<file path="src/rtl/sync_tx_scheduler.sv">
// Round-robin scheduler that shares one bus+enable synchronizer channel between requesters.
// Each grant drives the enable for HOLD_CYCLES, then holds the bus for GAP_CYCLES, then acknowledges the winner.
module sync_tx_scheduler #(
   parameter int unsigned NUM_REQ     = 4,
   parameter int unsigned BUS_WIDTH   = 8,
   parameter int unsigned ID_WIDTH    = 2,
   parameter int unsigned HOLD_CYCLES = 2,
   parameter int unsigned GAP_CYCLES  = 4
) (
   input  logic                           CLK,
   input  logic                           RST,
   input  logic [NUM_REQ-1:0]             req,
   input  logic [NUM_REQ*BUS_WIDTH-1:0]   req_data,
   output logic [NUM_REQ-1:0]             done,
   output logic [BUS_WIDTH-1:0]           async_bus,
   output logic [ID_WIDTH-1:0]            async_src_id,
   output logic                           async_bus_en,
   output logic                           busy
);

   localparam int unsigned MAX_CYC = (HOLD_CYCLES > GAP_CYCLES) ? HOLD_CYCLES : GAP_CYCLES;
   localparam int unsigned CNT_W   = $clog2(MAX_CYC) + 1;
   localparam int unsigned IDX_W   = (NUM_REQ > 1) ? $clog2(NUM_REQ) : 1;

   typedef enum logic [1:0] {
      IDLE = 2'd0,
      HOLD = 2'd1,
      GAP  = 2'd2
   } state_e;

   state_e                 state_q, state_d;
   logic [CNT_W-1:0]       cnt_q, cnt_d;
   logic [ID_WIDTH-1:0]    ptr_q, ptr_d;
   logic [BUS_WIDTH-1:0]   bus_q, bus_d;
   logic [ID_WIDTH-1:0]    id_q, id_d;
   logic                   en_q, en_d;
   logic                   busy_q, busy_d;
   logic [NUM_REQ-1:0]     done_q, done_d;

   logic [BUS_WIDTH-1:0]   words [NUM_REQ];
   logic                   grant_found;
   logic [IDX_W-1:0]       grant_idx;
   logic [IDX_W-1:0]       scan_idx;

   // Unpack the flat request data into one word per requester.
   always_comb begin
      for (int unsigned i = 0; i < NUM_REQ; i++) begin
         words[i] = req_data[i*BUS_WIDTH +: BUS_WIDTH];
      end
   end

   // Round-robin scan starting one past the last winner.
   always_comb begin
      grant_found = 1'b0;
      grant_idx   = '0;
      scan_idx    = '0;
      for (int unsigned off = 1; off <= NUM_REQ; off++) begin
         scan_idx = IDX_W'((32'(ptr_q) + off) % NUM_REQ);
         if (!grant_found && req[scan_idx]) begin
            grant_found = 1'b1;
            grant_idx   = scan_idx;
         end
      end
   end

   always_ff @(posedge CLK or negedge RST) begin
      if (!RST) begin
         state_q <= IDLE;
         cnt_q   <= '0;
         ptr_q   <= ID_WIDTH'(NUM_REQ - 1);
         bus_q   <= '0;
         id_q    <= '0;
         en_q    <= 1'b0;
         busy_q  <= 1'b0;
         done_q  <= '0;
      end else begin
         state_q <= state_d;
         cnt_q   <= cnt_d;
         ptr_q   <= ptr_d;
         bus_q   <= bus_d;
         id_q    <= id_d;
         en_q    <= en_d;
         busy_q  <= busy_d;
         done_q  <= done_d;
      end
   end

   // Next state; enable, busy and done are decoded from where we are heading so they stay registered.
   always_comb begin
      state_d = state_q;
      cnt_d   = cnt_q;
      ptr_d   = ptr_q;
      bus_d   = bus_q;
      id_d    = id_q;
      en_d    = 1'b0;
      busy_d  = 1'b0;
      done_d  = '0;

      case (state_q)
         IDLE: begin
            if (grant_found) begin
               state_d = HOLD;
               cnt_d   = CNT_W'(HOLD_CYCLES);
               ptr_d   = ID_WIDTH'(grant_idx);
               bus_d   = words[grant_idx];
               id_d    = ID_WIDTH'(grant_idx);
            end
         end
         HOLD: begin
            if (cnt_q == CNT_W'(1)) begin
               state_d = GAP;
               cnt_d   = CNT_W'(GAP_CYCLES);
            end else begin
               cnt_d   = cnt_q - CNT_W'(1);
            end
         end
         GAP: begin
            if (cnt_q == CNT_W'(1)) begin
               state_d = IDLE;
               cnt_d   = '0;
            end else begin
               cnt_d   = cnt_q - CNT_W'(1);
            end
         end
         default: begin
            state_d = IDLE;
            cnt_d   = '0;
         end
      endcase

      en_d   = (state_d == HOLD);
      busy_d = (state_d != IDLE);
      if (state_d == GAP && cnt_d == CNT_W'(1)) begin
         done_d = NUM_REQ'(1) << id_d;
      end
   end

   assign done         = done_q;
   assign async_bus    = bus_q;
   assign async_src_id = id_q;
   assign async_bus_en = en_q;
   assign busy         = busy_q;

endmodule
</file>
<file path="config.mk">
export PLATFORM = sky130hd
export DESIGN_NAME = sync_tx_scheduler
export DESIGN_NICKNAME = d
export VERILOG_FILES = /design/src/rtl/sync_tx_scheduler.sv
export SDC_FILE = /design/constraint.sdc
export NUM_CORES = 1
export LEC_CHECK = 0
export ABC_AREA = 1
export BUFFER_PORTS_ARGS = -buffer_cell sky130_fd_sc_hd__buf_4
export CORE_MARGIN = 3
export CORE_UTILIZATION = 50
export CTS_CLUSTER_DIAMETER = 200
export DETAILED_ROUTE_END_ITERATION = 10
export PLACE_DENSITY = 0.79
export SYNTH_ARGS = -nofsm -noshare
export SYNTH_HDL_FRONTEND = slang
export SYNTH_SLANG_ARGS = --single-unit
</file>
<file path="constraint.sdc">
create_clock -name CLK -period 5.2 [get_ports CLK]
set_clock_uncertainty 0.15 [all_clocks]
set_input_delay 1.04 -clock CLK [delete_from_list [all_inputs] [get_ports CLK]]
set_output_delay 1.04 -clock CLK [all_outputs]
set_load 0.01 [all_outputs]
</file>
==> results by stage <==
Drt:
- The iteration count of the initial detailed-routing pass is 4.
- After detailed routing, the number of remaining DRC violations is 0.
- The starting DRC count in detailed routing is 90.
- In the final routed layout, each cell accounts on average for slightly above 10 um.
- In the routed layout, each cell is associated on average with a via count of between 4 and 5.
- The via count is between 1500 and 2000.
- For this block, the routed nets add up to between 3000 and 4000 um of wire.
- The antenna violation net count after detailed routing is 0.

Timing:
- Dividing the final minimum period by the clock period gives 0.470.
- Setup repair after global routing left no endpoint under its margin.
- The smallest clock period supported by the final layout is computed as ~2.4 ns.
- Setup violations remaining at the end of the flow were counted as 0.
- The setup TNS is 0 ns.
- The worst hold slack is ~0.36 ns.
- The top achievable clock speed is 409 MHz.
- The number of slew-limit violations in the final report is 0.
- The relative max-transition margin is 0.756.
- The number of hold violations in the final report came to 0.
- The actual slew at the worst max-slew pin is ~0.37 ns.

Floorplanning:
- The vertical die dimension is between 60 and 70 um.
- In this run the standard cell core region covers approximately 3100 sq um.
- The die outline width is between 60 and 70 um.
- The standard-cell row count is 20.
- During I/O placement, the number of pins put on the boundary was 54.
- The die outline area is 3990 sq um.
- The initial utilization of the core area, before any placement, comes to 0.531.

Layout:
- Once layout is complete, the cells apart from fillers number 346.
- The most common cell after layout, fill and taps aside is sky130_fd_sc_hd__nand2_1.
- The net count of the finished layout is between 300 and 400.
- The number of diodes is 0.
- Leaving out fill and tap cells, the most frequent cells in the layout are sky130_fd_sc_hd__nand2_1 (92), sky130_fd_sc_hd__buf_4 (53), sky130_fd_sc_hd__inv_1 (44), sky130_fd_sc_hd__nand3_1 (40), sky130_fd_sc_hd__dfrtp_1 (21).
- The area growth from synthesis to final layout is 26.9%.
- The share of final-layout standard cells stronger than drive strength 1 is 0.275.

Placement:
- Including well taps, the total number of placed cells is between 300 and 400.
- At the end of routability-driven placement, the weighted congestion stood at between 0.8 and 0.9.
- The detailed placer's ending HPWL is 2870 um.
- The number of port buffers is 53.

Global route:
- The initial antenna violation count is 0.
- Across every metal layer, demand over resource in global routing totals 0.194.
- The first-pass GRT wire length is ~6500 um.
- Entering global routing, the biggest net connects 24 pins.
- The via count of the first global-routing pass is ~1500.
- After global routing the overflow that remains totals 0.

Power and ir drop:
- Power spread over the standard cell area amounts to approximately 660 nW/um^2.
- The analysis attributes to cell leakage a power of approximately 1.2 nW.
- The highest ir drop seen on vdd is approximately 0.39 mV.

Critical path:
- The largest driver fanout on the critical path is 15.
- The critical path goes through buf_4 -> nand2_1 -> nand2_1 -> nand2_1 -> nand2_1 -> nor2_4 -> nand3_4 -> nand2_2 -> inv_2 -> o21ai_2 -> nand2_1 -> nor2_1.
- The endpoint of the most critical setup path is done[3].
- The critical register-to-register path endpoint is done[3].
- The origin of the worst setup path is req[1].
- In this run the critical register-to-register path is launched from ptr_q[0].
- The critical path arrival is around 2.5 ns.
- STA classifies the critical path endpoint as a flop.
- The number of cells on the worst reg-to-reg path is 12.
- STA classifies the critical path startpoint as an input port.
- The setup path with the least slack is of type input port to flop.
- The critical path required time is 5.30 ns.
- The setup check on the worst reg-to-reg path leaves a slack of between 2 and 3 ns.
- The delay contributed by the slowest stage of the critical path is about 0.24 ns.
- The most frequent cell on the critical path is sky130_fd_sc_hd__nand2_1.
- The cell type of the slowest stage on the worst timing path is sky130_fd_sc_hd__nand2_2.

CTS:
- Clock-pin slew was measured on the worst setup and hold paths at 0.12 ns.
- The number of hold buffers added after CTS is 0.
- The number of instances resized during post-cts repair is 0.
- The clock tree root driver cell is sky130_fd_sc_hd__clkbuf_4.
- After clock tree synthesis, the setup repair step added 0 buffers.
- The worst-case clock buffer depth is 2.
- The clock network latency to the later pin of the worst-skew pair is between 0.3 and 0.4 ns.
- The clock buffer count from CTS is 3.
- TritonCTS built the clock tree.
- The deepest level of the CTS H-tree is 1.
- The count of clock tree sinks is 23.

Job:
- The tool flagged a number of max-cap violations equal to 0.

Yosys:
- When the netlist entered floorplanning its net count stood at 291.
- The number of distinct standard cells referenced by the synthesized netlist is 23.
- The instance count of the mapped netlist is ~250.
- The warning count from the yosys run is 0.
- The cell area that synthesis handed to floorplanning was around 1600 sq um.
- The average instance area after synthesis is between 6 and 7 sq um.
- The synthesized design contains 23 register bits.
- The sequential share of the synthesized area is 0.354.

Status:
- The flow ran to the end, and the final reports show no timing, DRC or antenna violations.

Min path:
- The worst min-delay path category is flop to flop.
## worst min path at each step
stage / startpoint / endpoint / cells past startpoint
floorplan: cnt_q[1] / cnt_q[1] / 2
global placement: async_bus[2] / async_bus[2] / 2
detailed placement: async_bus[3] / async_bus[3] / 2
CTS: async_bus[6] / async_bus[6] / 2
global route: async_bus[7] / async_bus[7] / 2
finish: async_bus[0] / async_bus[0] / 2
## stage by stage
step	util	setup slack, ns	cell area (sq um)	power [W]
3_3_place_gp	0.665	2.44	2050	0.00128
6_report	0.674	2.75	2070	0.00137
2_1_floorplan	-	2.85	1630	0.00108
4_1_cts	0.674	2.75	2070	0.00138
3_5_place_dp	0.665	2.41	2050	0.00129
5_1_grt	0.674	2.54	2070	0.00153
## per-layer routing
metal | routed length (um) | GRT usage
met1 | 1610 | 0.263
met2 | 1780 | 0.336
met3 | 164 | 0.0339
met4 | 34 | 0.0165
met5 | 0 | 0
## synth_stat cells
library cell | number | share of area
sky130_fd_sc_hd__nand2_4 | 2 | 0.014
sky130_fd_sc_hd__nor2_2 | 1 | 0.0038
sky130_fd_sc_hd__inv_1 | 44 | 0.10
sky130_fd_sc_hd__nand2_1 | 92 | 0.21
sky130_fd_sc_hd__ha_1 | 2 | 0.015
sky130_fd_sc_hd__nor2_1 | 9 | 0.021
sky130_fd_sc_hd__dfstp_2 | 2 | 0.032
sky130_fd_sc_hd__buf_4 | 2 | 0.0092
sky130_fd_sc_hd__dfrtp_1 | 21 | 0.32
sky130_fd_sc_hd__nand2_2 | 9 | 0.034
sky130_fd_sc_hd__nor2_4 | 1 | 0.0069
sky130_fd_sc_hd__a21oi_1 | 2 | 0.0061
sky130_fd_sc_hd__a211o_1 | 1 | 0.0054
sky130_fd_sc_hd__inv_2 | 4 | 0.0092
sky130_fd_sc_hd__or2_2 | 1 | 0.0038
sky130_fd_sc_hd__o21ai_2 | 3 | 0.016
sky130_fd_sc_hd__buf_6 | 1 | 0.0069
sky130_fd_sc_hd__a21oi_4 | 1 | 0.010
sky130_fd_sc_hd__o21ai_0 | 8 | 0.025
sky130_fd_sc_hd__buf_2 | 3 | 0.0092
sky130_fd_sc_hd__inv_6 | 1 | 0.0054
sky130_fd_sc_hd__nand3_4 | 1 | 0.011
sky130_fd_sc_hd__nand3_1 | 40 | 0.12
## cell type report
| class | instances | area (sq um) |
|---|---|---|
| clock buffers | 3 | 22.5 |
| repair buffers | 53 | 398 |
| multi-input cells | 173 | 826 |
| inverters | 49 | 189 |
| fillers | 285 | 1000 |
| well taps | 44 | 55.1 |
| flip-flops and latches | 23 | 578 |
| clock inverters | 1 | 5.00 |
## worst max-delay path: cells and delay by family
kind / cells / cell delay (ns)
buf+inv: 2 / 0.28
simple gates: 9 / 1.03
compound gates: 1 / 0.19
## report_power, final
part / switching (W) / internal (W) / total (W)
Clock: 0.0000510 / 0.0000287 / 0.0000797
Sequential: 0.0000532 / 0.000262 / 0.000315
Combinational: 0.000626 / 0.000348 / 0.000973
Total: 0.000730 / 0.000638 / 0.00137
## registers in the layout, indices dropped and copies added (netlist names)
| register | count |
|---|---|
| cnt_q | 3 |
| done | 4 |
| async_bus_en | 1 |
| state_q | 2 |
| busy | 1 |
| async_src_id | 2 |
| async_bus | 8 |
| ptr_q | 2 |
## cells by family after synthesis
kind of cell,synth area share
buffers and inverters,0.141
AOI/OAI and AO/OA,0.0620
and+or+nand+nor,0.428
DFF,0.354
adders and majority gates,0.0153
(Power assumes the default switching activity.)
